===== src/rtl/enigma_rotor_inverter.sv =====
// Inverts a 26-entry ASCII rotor wiring table one entry per cycle.
// Optional ROTOR_PERM_CHECK_EN adds a seen mask that flags duplicate and missing letters.
module enigma_rotor_inverter #(
    parameter int ALPHA_BASE = 65
) (
    input  logic         clk,
    input  logic         reset_n,
    input  logic         start,
    input  logic [207:0] idx_in,
    output logic [207:0] inv_out,
    output logic         busy,
    output logic         done,
    output logic         err,
    output logic [1:0]   state_dbg
);

    typedef enum logic [1:0] {IDLE = 2'd0, MAP = 2'd1, FINISH = 2'd2} state_t;

    localparam logic [7:0] BASE8 = ALPHA_BASE[7:0];

    state_t       state_q, state_d;
    logic [4:0]   k_q, k_d;
    logic         fetch_end_q, fetch_end_d;
    logic         pend_q, pend_d;
    logic [7:0]   pv_q, pv_d;
    logic [4:0]   pk_q, pk_d;
    logic [207:0] tbl_q, tbl_d;
    logic [207:0] inv_q, inv_d;
    logic         err_q, err_d;
`ifdef ROTOR_PERM_CHECK_EN
    logic [25:0]  seen_q, seen_d;
`endif

    logic [7:0] fetch_v;
    logic [7:0] off;
    logic       in_range;

    // Entry lookup is registered into pv_q/pk_q so the 26-way read mux and the
    // 26-way write decode sit in separate cycles.
    always_comb begin
        fetch_v = 8'h00;
        for (int j = 0; j < 26; j++) begin
            if (k_q == 5'(j)) fetch_v = tbl_q[j*8 +: 8];
        end
    end

    assign off      = pv_q - BASE8;
    assign in_range = (pv_q >= BASE8) && (off <= 8'd25);

    always_comb begin
        state_d     = state_q;
        k_d         = k_q;
        fetch_end_d = fetch_end_q;
        pend_d      = pend_q;
        pv_d        = pv_q;
        pk_d        = pk_q;
        tbl_d       = tbl_q;
        inv_d       = inv_q;
        err_d       = err_q;
`ifdef ROTOR_PERM_CHECK_EN
        seen_d      = seen_q;
`endif
        case (state_q)
            IDLE: begin
                if (start) begin
                    tbl_d       = idx_in;
                    inv_d       = '0;
                    err_d       = 1'b0;
                    k_d         = 5'd0;
                    fetch_end_d = 1'b0;
                    pend_d      = 1'b0;
`ifdef ROTOR_PERM_CHECK_EN
                    seen_d      = '0;
`endif
                    state_d     = MAP;
                end
            end
            MAP: begin
                if (!fetch_end_q) begin
                    pv_d   = fetch_v;
                    pk_d   = k_q;
                    pend_d = 1'b1;
                    if (k_q == 5'd25) fetch_end_d = 1'b1;
                    else              k_d = k_q + 5'd1;
                end else begin
                    pend_d = 1'b0;
                end
                if (pend_q) begin
                    if (in_range) begin
                        for (int j = 0; j < 26; j++) begin
                            if (off[4:0] == 5'(j)) begin
                                inv_d[j*8 +: 8] = BASE8 + {3'b000, pk_q};
`ifdef ROTOR_PERM_CHECK_EN
                                if (seen_q[j]) err_d = 1'b1;
                                seen_d[j] = 1'b1;
`endif
                            end
                        end
                    end else begin
                        err_d = 1'b1;
                    end
                    if (pk_q == 5'd25) state_d = FINISH;
                end
            end
            FINISH: begin
`ifdef ROTOR_PERM_CHECK_EN
                err_d = err_q | ~(&seen_q);
`endif
                state_d = IDLE;
            end
            default: state_d = IDLE;
        endcase
    end

    always_ff @(posedge clk) begin
        if (!reset_n) begin
            state_q     <= IDLE;
            k_q         <= 5'd0;
            fetch_end_q <= 1'b0;
            pend_q      <= 1'b0;
            pv_q        <= 8'h00;
            pk_q        <= 5'd0;
            tbl_q       <= '0;
            inv_q       <= '0;
            err_q       <= 1'b0;
`ifdef ROTOR_PERM_CHECK_EN
            seen_q      <= '0;
`endif
        end else begin
            state_q     <= state_d;
            k_q         <= k_d;
            fetch_end_q <= fetch_end_d;
            pend_q      <= pend_d;
            pv_q        <= pv_d;
            pk_q        <= pk_d;
            tbl_q       <= tbl_d;
            inv_q       <= inv_d;
            err_q       <= err_d;
`ifdef ROTOR_PERM_CHECK_EN
            seen_q      <= seen_d;
`endif
        end
    end

    assign inv_out   = inv_q;
    assign busy      = (state_q == MAP);
    assign done      = (state_q == FINISH);
    assign state_dbg = state_q;
`ifdef ROTOR_PERM_CHECK_EN
    // Missing letters are only known once all entries are in, so fold them in during FINISH.
    assign err = err_q | ((state_q == FINISH) & ~(&seen_q));
`else
    assign err = err_q;
`endif

endmodule

===== config.mk =====
export PLATFORM = sky130hd
export DESIGN_NAME = enigma_rotor_inverter
export DESIGN_NICKNAME = d
export VERILOG_FILES = /design/src/rtl/enigma_rotor_inverter.sv
export SDC_FILE = /design/constraint.sdc
export NUM_CORES = 1
export LEC_CHECK = 0
export CAP_MARGIN = 40
export CORE_MARGIN = 10
export CORE_UTILIZATION = 45
export CTS_CLUSTER_SIZE = 16
export DETAILED_ROUTE_END_ITERATION = 8
export PLACE_DENSITY = 0.71
export SLEW_MARGIN = 0
export SYNTH_ARGS = -nofsm -noshare
export SYNTH_HDL_FRONTEND = slang
export SYNTH_SLANG_ARGS = --single-unit
export TNS_END_PERCENT = 100

===== constraint.sdc =====
create_clock -name clk -period 3.7 [get_ports clk]
set_input_delay 1.11 -clock clk [delete_from_list [all_inputs] [get_ports clk]]
set_output_delay 1.11 -clock clk [all_outputs]
set_load 0.05 [all_outputs]

==> summary.md, run 1 <==
| Metric | Value |
|---|---|
| Outcome | complete, no violations |
| Share of cells above drive strength 1 | under 10% |
| Max Cap Violations | 0 |
| Pleak | 9.42 nW |
| Post-synth EDFFs | 0 |
| Reg clk slew, reported paths | approximately 60 ps |
| CP Buf/Inv Count | 2 |
| Largest net degree at the start of global routing | approximately 250 |
| Initial Util | a little under half |
| Resized cells post-CTS | 0 |
| Utilization after layout | approximately 60% |
| Worst EP arrival | between 2000 and 2500 ps |
| PortBufs | ~400 |
| Synth async-reset ratio | 0% |
| Tmin final | between 3000 and 4000 ps |
| Worst min-delay path category | flop to flop |
| Crit path kind | flop to primary output |
| Post-Route WL | around 64000 um |
| Final Hold Viols | 0 |
| Yosys reg bits | between 400 and 500 |
| Worst path slowest cell | clkdlybuf4s50_1 |
| Tcrit/Tclk final | about 93% |
| Number of global-route vias before repair | around 16000 |
| # IOs | ~420 |
| Routability cong. | 0.976 |
| Post-route DRC | 0 |
| Die area | a little under 50000 um^2 |
| Post-Syn Instances | around 2200 |
| First-pass GRT wire length | between 90000 and 100000 um |
| CTS Hold Bufs | 0 |
| CORE AREA | around 40000 um^2 |
| Drt pass-1 iters | 5 |
| Critical-path cell list | inv_1, nor2_1, clkdlybuf4s50_1 |
| Num CTS Buffers | 45 |
| Post-synth cell types | 79 |
| Ys Warns | 0 |
| Fill cells | 3532 |
| Commonest non-fill, non-tap cell in the layout | nand2_1 |
| Max clock buf depth | 3 |
| Mapped Avg Cell Area | 8.36 um^2 |
| Worst slew margin | around 24% |
| Sequential fraction of the synthesis area | between 40% and 50% |
| Clock Sinks | roughly 410 |
| CP startpoint kind | flop |
| Initial DRC Count | ~1500 |
| DR vias/cell | between 5 and 6 |
| Nets | between 2000 and 3000 |
| Pins over their slew limit | 0 |
| Synth top area share | 45.3% |
| DR vias | 16728 |
| Final Skew | about 14 ps |
| Peak Freq | slightly below 0.3 GHz |
| Synth top area cells | dfxtp_1 45%, nand2_1 14%, a21boi_0 8.9% |
| Largest stage delay on the critical path | about 880 ps |
| Worst-path maximum fanout | 7 |
| Area grow syn2layout | 31.9% |
| Avg WL per Cell | 20.8 um |
| Design Area, Final | 24100 um^2 |
| Slew @ Worst Pin | 1140 ps |
| Die Wd | 222 um |
| Final HPWL DP | between 40000 and 50000 um |
| Mapped cell area | about 18000 um^2 |
| Clock latency on the worst-skew pair | between 500 and 600 ps |
| WP data required | ~2600 ps |
| Dominant cell type by area after synthesis | dfxtp_1 |
| PD cells | 450 nW/um^2 |
| Initial antenna violation count | 5 |
| CTS tree | built |
| Grt total ovfl | 0 |
| Setup bufs post-CTS | 0 |
| Top FF cell, synth | dfxtp_1 |
| Unrepaired setup endpoints after global routing | false |
| Commonest non-fill, non-tap cells in the layout | 670 x nand2_1, 413 x dfxtp_1, 395 x clkdlybuf4s50_1 |
| Setup crit end kind | primary output |
| Placement Cell Area | between 20000 and 25000 um^2 |
| Root Buffer | clkbuf_16 |
| Routed Antenna Nets | 0 |
| Worst vdd rail ir drop | approximately 0.30 mV |
| Tot GR Track Use | 24.6% |
| Row count | 73 |
| Die height | 222 um |
| Crit-path leading delay family | buffers and inverters |
| Final setup fails | 0 |
| CTS H-tree lvls | 2 |
| TNS Setup | 0 ps |
==> worst register-to-register path, stage by stage (launching register included) <==
cell and delay [ps]:
dfxtp_1 440, inv_1 100, ha_1 490, inv_1 430, a21oi_4 130, nor3_1 480, o2111ai_1 240, nor4_1 550
a2111oi_2 100
==> layer usage <==
layer | track usage [%] | vias to the layer above | wire (um)
met5 | 0 | - | 12
met4 | 11.1 | 2 | 2680
met3 | 5.29 | 145 | 4610
met2 | 41.3 | 673 | 30600
met1 | 29.5 | 7915 | 26000
li1 | - | 7993 | -
==> metrics by stage <==
step,hold slack [ps],worst slack [ps],cells,power (mW)
after global routing,464,154,3066,11.2
after global placement,432,790,2979,6.17
final,446,249,3067,10.8
after CTS,447,235,3063,10.9
after detailed placement,438,711,2979,6.19
after floorplan,438,928,2211,5.64
==> registers in the layout (all words and copies together) (netlist names) <==
name	flops
tbl_q	208
inv_out	182
pv_q	8
k_q	5
pk_q	5
state_dbg	2
err	1
fetch_end_q	1
pend_q	1
==> worst paths after layout <==
check / start / endpoint / slack [ps] / depth (start not counted)
worst min-delay path: inv_out[54] / inv_out[54] / 450 / 2
worst max-delay path: state_dbg[1] / done / 250 / 3
worst max register to register: k_q[0] / pv_q[4] / 590 / 8
worst min register to register: inv_out[54] / inv_out[54] / 450 / 2
==> Yosys cell counts (all sizes together) (4+ instances only) <==
master,n
a21o,7
inv,43
a221oi,10
nand4bb,5
and4b,7
or3b,7
o21ai,72
xnor2,4
buf,64
o2111ai,6
nor4,6
nand2,690
a211oi,10
o32ai,4
a21oi,79
a31oi,7
and2,6
nor3b,8
nand3,19
mux2i,156
o22ai,11
nand3b,12
ha,7
a22oi,9
clkbuf,130
dfxtp,413
nor2,43
nand4b,6
or2,5
o221ai,10
nor3,8
o31ai,5
o211ai,12
and3,4
a32oi,7
a21boi,219
nor2b,21
nand2b,11
==> cell type report <==
type	instances	area, um^2	area share, %
Antenna cell	4	10.0	0.0415
Multi-Input combinational cell	1561	9070	37.6
Clock buffer	56	1250	5.18
Tap cell	525	657	2.73
Inverter	43	161	0.670
Timing Repair Buffer	437	4350	18.1
Sequential cell	413	8270	34.3
Clock inverter	28	337	1.40
==> power by group <==
part | total (mW) | switching, mW | internal (mW)
registers | 4.75 | 0.124 | 4.63
logic | 1.35 | 0.814 | 0.539
clock network | 4.74 | 1.91 | 2.83
==> logic make-up (layout without fill, tap and decap cells) <==
group	Yosys count	count (layout)	synth area share (%)
fa+ha+maj	7	7	0.479
mux	156	156	8.55
compound gates	498	498	19.1
buf+inv	237	564	5.72
simple gates	868	868	20.6
other cells	1	30	0.0205
xor+xnor	6	6	0.288
flops	413	413	45.3
Note: power is estimated with default switching activity, not from simulation.
==> run 2, diff against run 1 <==
- GPL_TIMING_DRIVEN: unset -> 0
==> run 2 against run 1 <==
Net effect:
- the flow now finishes with violations (setup timing)
- worst hold slack got worse by 2.4 ps
- clock-buffer cell count grew 6
- highest routed layer is now met4
- via count rose by 5.0%
- first-iteration DRC count grew 12%
- clock skew is 13 ps higher
- global-route usage grew 3.2 points
- critical endpoint is now pv_q[3]
- sequential power is essentially flat
- critical path depth rose by 5
==> summary.md, run 2 (synthesis results as in run 1) <==
| Metric | Value |
|---|---|
| Num CTS Buffers | 45 (unchanged) |
| Root Buffer | clkbuf_16 |
| Area of the multi-input gates | 9060 um^2 (about the same) |
| First-pass GRT wire length | 107000 um (+9.6%) |
| Die Wd | 222 um (unchanged) |
| Commonest non-fill, non-tap cell in the layout | nand2_1 |
| Setup crit start | k_q[0] |
| Placement Cell Area | 23000 um^2 (+2.3%) |
| Routability cong. | 0.997 (+2.2%) |
| Max Cap Violations | 0 (unchanged) |
| WHS | 443 ps (-2.35 ps) |
| Utilization after layout | 61.6% (+1.2 points) |
| CTS H-tree lvls | 2 (unchanged) |
| Clock Sinks | 413 (unchanged) |
| TNS Setup | -70.9 ps (-70.9 ps) |
| CORE AREA | 39900 um^2 (unchanged) |
| Worst slew margin | 37.8% (+14 points) |
| Routed Antenna Nets | 0 (unchanged) |
| Nets | 2874 (+5.7%) |
| Worst vdd rail ir drop | 0.316 mV (+5.8%) |
| FF-to-FF End | pv_q[3] |
| Post-route DRC | 0 (unchanged) |
| Worst EP arrival | 4220 ps (+1880 ps) |
| Tmin final | 3770 ps (+320 ps) |
| Non-filler cells, final | 3219 (+5.0%) |
| Final Hold Viols | 0 (unchanged) |
| Pre-CTS worst setup slack | -643 ps (-1350 ps) |
| DR vias | 17560 (+5.0%) |
| Post-Route WL | 72400 um (+13%) |
| Share of cells above drive strength 1 | 6.54% (+0.12 points) |
| Worst min-delay path category | flop to flop |
| Avg WL per Cell | 22.5 um (+8.0%) |
| Area grow syn2layout | 34.5% |
| Worst setup path endpoint | pv_q[3] |
| Final HPWL DP | 56900 um (+21%) |
| Slew @ Worst Pin | 924 ps (-216 ps) |
| Crit path kind | flop to flop |
| Initial antenna violation count | 1 (-4) |
| CP startpoint kind | flop |
| Tot GR Track Use | 27.7% (+3.2 points) |
| Unrepaired setup endpoints after global routing | false |
| CTS Hold Bufs | 0 (unchanged) |
| CTS tree | built |
| Row count | 73 (unchanged) |
| Register area | 8270 um^2 (unchanged) |
| Final worst slack | -70.9 ps (-320 ps) |
| Dpl cells | 3135 (+5.2%) |
| Clock latency on the worst-skew pair | 590 ps (about the same) |
| Setup crit end kind | flop |
| Pins over their slew limit | 0 (unchanged) |
| Fill cells | 3512 (-0.57%) |
| Die area | 49100 um^2 (unchanged) |
| PortBufs | 397 (unchanged) |
| Initial DRC Count | 1681 (+12%) |
| Grt total ovfl | 0 (unchanged) |
| Reg-to-Reg Start | k_q[0] |
| Worst-path maximum fanout | 10 (+3) |
| Peak Freq | 0.265 GHz (-8.5%) |
| Pleak | 9.66 nW (+2.6%) |
| Reg clk slew, reported paths | 70 ps (about the same) |
| Total Power | 10.9 mW (+0.22%) |
| WP data required | 4150 ps (+1560 ps) |
| Failing checks | setup timing |
| Number of global-route vias before repair | 17329 (+5.4%) |
| Largest net degree at the start of global routing | 16 (-94%) |
| Outcome | finished with violations |
| DR vias/cell | 5.46 (about the same) |
| Initial Util | 45.8% (unchanged) |
| Max clock buf depth | 3 (unchanged) |
| Tcrit/Tclk final | 102% (+8.6 points) |
| PD cells | 442 nW/um^2 (-1.8%) |
| Die height | 222 um (unchanged) |
| Setup bufs post-CTS | 0 (unchanged) |
| Drt pass-1 iters | 8 (+3) |
| FF-to-FF path depth | 8 (unchanged) |
| Commonest non-fill, non-tap cells in the layout | 670 x nand2_1, 413 x dfxtp_1, 395 x clkdlybuf4s50_1 |
| Resized cells post-CTS | 5 (+5) |
| Max reg flops | 208 (unchanged) |
| Reg-to-reg slack, setup | -70 ps (-660 ps) |
| Most flops, register | tbl_q |
| Final Skew | 26.9 ps (+13.2 ps) |
| Final setup fails | 1 (+1) |
| # IOs | 424 (unchanged) |
| Design Area, Final | 24600 um^2 (+2.0%) |
==> run 2: changes by cell type in the layout (fill, tap and decap cells not counted), moves of 4 or more <==
cell / change
buf_1: +9
clkbuf_1: +131
buf_12: -6
buf_2: +22
clkinv_2: -4
==> run 2: how the worst min path moves through the flow <==
| stage | slack, ps | cells after the start | startpoint | to |
|---|---|---|---|---|
| floorplan | 440 | 2 | tbl_q[149] | tbl_q[149] |
| global placement | 430 | 2 | inv_out[102] | inv_out[102] |
| detailed placement | 440 | 2 | inv_out[198] | inv_out[198] |
| CTS | 450 | 2 | inv_out[198] | inv_out[198] |
| global route | 460 | 2 | inv_out[198] | inv_out[198] |
| finish | 440 | 2 | inv_out[6] | inv_out[6] |
==> run 2: power breakdown <==
part	leakage (nW)	switching [mW]	internal, mW	total [mW]
combinational	5.53	0.871	0.561	1.43
clock	0.762	1.93	2.75	4.67
sequential	3.37	0.134	4.63	4.76
total	9.66	2.93	7.94	10.9
==> run 2: critical path: stages (launching register included) <==
cell       delay (ps)
dfxtp_1           450
ha_1              300
clkbuf_1          520
clkbuf_1          510
o21ai_0           230
a221oi_1          560
o2111ai_1         310
a21oi_1           590
o21ai_1           160
==> run 2: area by class of cell <==
class | instances | share of cell area [%]
multi-input cells | 1561 | 36.9
flip-flops and latches | 413 | 33.6
repair buffers | 399 | 16.2
clock buffers | 62 | 5.25
plain buffers | 193 | 3.61
well taps | 525 | 2.67
clock inverters | 21 | 1.04
inverters | 43 | 0.657
diodes | 2 | 0.0204
==> run 2: layer usage <==
metal	track usage [%]	wire [um]	up-vias
met5	0	0	-
met4	12.9	3160	0
met3	5.64	5520	158
met2	47.8	35000	782
met1	32.5	28700	8322
li1	-	-	8298
==> run 3, diff against run 2 <==
- ABC_AREA: unset -> 1
==> run 3 against run 2 <==
Net effect:
- the flow now finishes without violations
- sequential power is 44% higher
- via count is 3.3% higher
- critical path type is now flop to primary output
- highest routed layer unchanged
- combinational power grew to 6.8 times the previous value
- critical path depth is 4 lower
- non-clock buffer count is 19 lower
==> summary.md, run 3 <==
| Metric | Value |
|---|---|
| Post-synth EDFFs | 0 (unchanged) |
| Nets | 3216 (+12%) |
| Most frequent cells after synthesis | 418 x nand2_1, 413 x dfxtp_1, 389 x nor2_1 |
| Initial antenna violation count | 4 (+3) |
| Final worst slack | 166 ps (+237 ps) |
| Drt pass-1 iters | 5 (-3) |
| Worst vdd rail ir drop | 0.372 mV (+18%) |
| Final Skew | 11.7 ps (-15.2 ps) |
| Clock Sinks | 413 (unchanged) |
| Area grow syn2layout | 35.8% |
| Dominant cell by count in the synthesized netlist | nand2_1 |
| Hold path cells | 2 (unchanged) |
| Root Buffer | clkbuf_16 |
| Crit-path leading delay family | buffers and inverters |
| CP Buf/Inv Count | 3 (+1) |
| Yosys reg bits | 413 (unchanged) |
| Peak Freq | 0.283 GHz (+6.7%) |
| Final HPWL DP | 50300 um (-12%) |
| Cell mode on critical path | clkbuf_1 |
| Placement Cell Area | 22500 um^2 (-2.4%) |
| Synth async-reset ratio | 0% (unchanged) |
| Worst path slowest cell | clkdlybuf4s50_1 |
| Number of global-route vias before repair | 17464 (+0.78%) |
| Total Power | 21.1 mW (+94%) |
| Ys Warns | 0 (unchanged) |
| Dominant cell type by area after synthesis | dfxtp_1 |
| Max clock buf depth | 3 (unchanged) |
| Sw frac | 45.1% (+18 points) |
| Largest net degree at the start of global routing | 14 (-2) |
| Worst slew margin | 41.4% (+3.6 points) |
| Unrepaired setup endpoints after global routing | true |
| Final Hold Viols | 0 (unchanged) |
| DR vias | 18144 (+3.3%) |
| Clock power frac | 21.4% (-22 points) |
| Fill cells | 3639 (+3.6%) |
| Outcome | complete, no violations |
| Synth top area cells | dfxtp_1 47%, o21ai_0 9.9%, nand2_1 8.9% |
| Largest stage delay on the critical path | 790 ps (+200 ps) |
| Tot GR Track Use | 25.9% (-1.9 points) |
| Design Area, Final | 24000 um^2 (-2.2%) |
| Utilization after layout | 62.1% (+0.46 points) |
| Grt total ovfl | 0 (unchanged) |
| FF-to-FF path depth | 31 (+23) |
| Post-synth cell types | 39 (-51%) |
| # IOs | 424 (unchanged) |
| Initial DRC Count | 1549 (-7.9%) |
| Setup crit end kind | primary output |
| Pre-CTS worst setup slack | -254 ps (+389 ps) |
| Die area | 47700 um^2 (-2.9%) |
| Pleak | 9.70 nW (+0.38%) |
| Top FF cell, synth | dfxtp_1 |
| WP depth | 4 (-4) |
| Non-filler cells, final | 3554 (+10%) |
| Post-route DRC | 0 (unchanged) |
| Worst EP arrival | 2420 ps (-1800 ps) |
| WP data required | 2590 ps (-1560 ps) |
| Reg clk slew, reported paths | 60 ps (about the same) |
| CTS tree | built |
| Share of cells above drive strength 1 | 8.15% (+1.6 points) |
| CORE AREA | 38700 um^2 (-2.9%) |
| Max reg flops | 208 (unchanged) |
| P_int | 11.6 mW (+46%) |
| Clock latency on the worst-skew pair | 570 ps (-20 ps) |
| Routed Antenna Nets | 0 (unchanged) |
| Avg WL per Cell | 18.3 um (-19%) |
| Die Wd | 218 um (-1.4%) |
| Critical-path cell list | clkbuf_1, clkbuf_1, nor2_1, clkdlybuf4s50_1 |
| Crit path kind | flop to primary output |
| Proportion of power drawn by combinational gates | 46.2% (+33 points) |
| DR vias/cell | 5.11 (-6.4%) |
| Tcrit/Tclk final | 95.5% (-6.4 points) |
| Worst-path maximum fanout | 10 (unchanged) |
| CTS H-tree lvls | 2 (unchanged) |
| Row count | 72 (-1.4%) |
| Die height | 218 um (-1.4%) |
| Pins over their slew limit | 0 (unchanged) |
| Final setup fails | 0 (-1) |
| Dpl cells | 3467 (+11%) |
| Commonest non-fill, non-tap cells in the layout | 416 x nand2_1, 410 x dfxtp_1, 396 x clkdlybuf4s50_1 |
| PortBufs | 397 (unchanged) |
| Most flops, register | tbl_q |
| Synth top area share | 46.7% (+1.5 points) |
| Post-Route WL | 64900 um (-10%) |
| Mapped cell area | 17700 um^2 (-3.2%) |
| Flop pwr share | 32.4% (-11 points) |
| Max Cap Violations | 0 (unchanged) |
| Sequential fraction of the synthesis area | 46.7% (+1.5 points) |
| Routability cong. | 0.919 (-7.8%) |
| PD cells | 877 nW/um^2 (+98%) |
| Commonest non-fill, non-tap cell in the layout | nand2_1 |
| Num CTS Buffers | 44 (-2.2%) |
| CP startpoint kind | flop |
| Worst min-delay path category | flop to flop |
| Slew @ Worst Pin | 875 ps (-48.7 ps) |
| Post-Syn Instances | 2521 (+15%) |
| Tmin final | 3530 ps (-237 ps) |
| Area of the multi-input gates | 7710 um^2 (-15%) |
| First-pass GRT wire length | 98000 um (-8.3%) |
| Initial Util | 45.7% (-0.098 points) |
| Register area | 8270 um^2 (about the same) |
| Mapped Avg Cell Area | 7.02 um^2 (-16%) |
| Psw | 9.51 mW (+220%) |
run 3: changes by cell type in the layout (fill, tap and decap cells not counted), moves of 156 or more:
cell,before,now
nand2_1,670,416
mux2i_1,156,0
a21oi_1,77,241
nor2_1,40,386
a21boi_0,217,0
o21ai_0,61,350
inv_1,43,255
run 3: through the flow:
step	hold slack [ps]	TNS [ps]
floorplan	425	0
global placement	434	-6950
detailed placement	436	-6190
CTS	444	0
global route	459	-32.9
finish	442	0
run 3: area by class of cell:
type | instances | area share [%]
clock inverters | 11 | 0.437
diodes | 4 | 0.0416
clock buffers | 69 | 5.73
flip-flops and latches | 413 | 34.4
inverters | 275 | 4.34
well taps | 518 | 2.70
plain buffers | 166 | 3.46
repair buffers | 407 | 16.8
multi-input cells | 1691 | 32.1
run 3: cell families (layout without fill, tap and decap cells):
kind of cell | after synthesis | in the layout | share of synthesized area (%)
compound gates | 622 | 622 | 17.9
fa+ha+maj | 7 | 7 | 0.495
buf+inv | 442 | 928 | 10.6
flops | 413 | 413 | 46.7
other cells | 1 | 30 | 0.0212
simple gates | 1036 | 1036 | 24.3
run 3: final timing paths:
check | endpoint | slack (ps) | start
max reg2reg | pv_q[5] | 260 | k_q[0]
min | inv_out[108] | 440 | inv_out[108]
max | done | 170 | state_dbg[0]
min reg2reg | inv_out[108] | 440 | inv_out[108]
run 3: worst min-delay path: cells and delay by family (launching register included):
kind / cells / cell delay (ps)
buffers and inverters: 1 / 40
flip-flops: 1 / 300
AO/OA/AOI/OAI: 1 / 50
run 3: routing by layer:
metal / vias up / global-route usage, % / part of all wire, %
met1: 8300 / 32.1 / 41
li1: 8990 / - / -
met2: 734 / 43.2 / 47
met3: 120 / 4.89 / 7.9
met4: 0 / 11.0 / 3.8
met5: - / 0 / 0
run 3: power by group through the flow:
stage	clock network, mW	registers [mW]	logic (mW)
global placement	0	6.84	9.39
detailed placement	0	6.87	9.57
global route	4.74	6.98	10.7
floorplan	0	8.14	4.89
CTS	4.55	6.80	9.63
finish	4.50	6.84	9.74
run 3: repair_timing:
item,CTS,global route
hold buffers,0,0
setup endpoints to repair,1,28
gates cloned,0,0
resized for setup,2,23
pin swaps,0,5
setup buffers,0,4
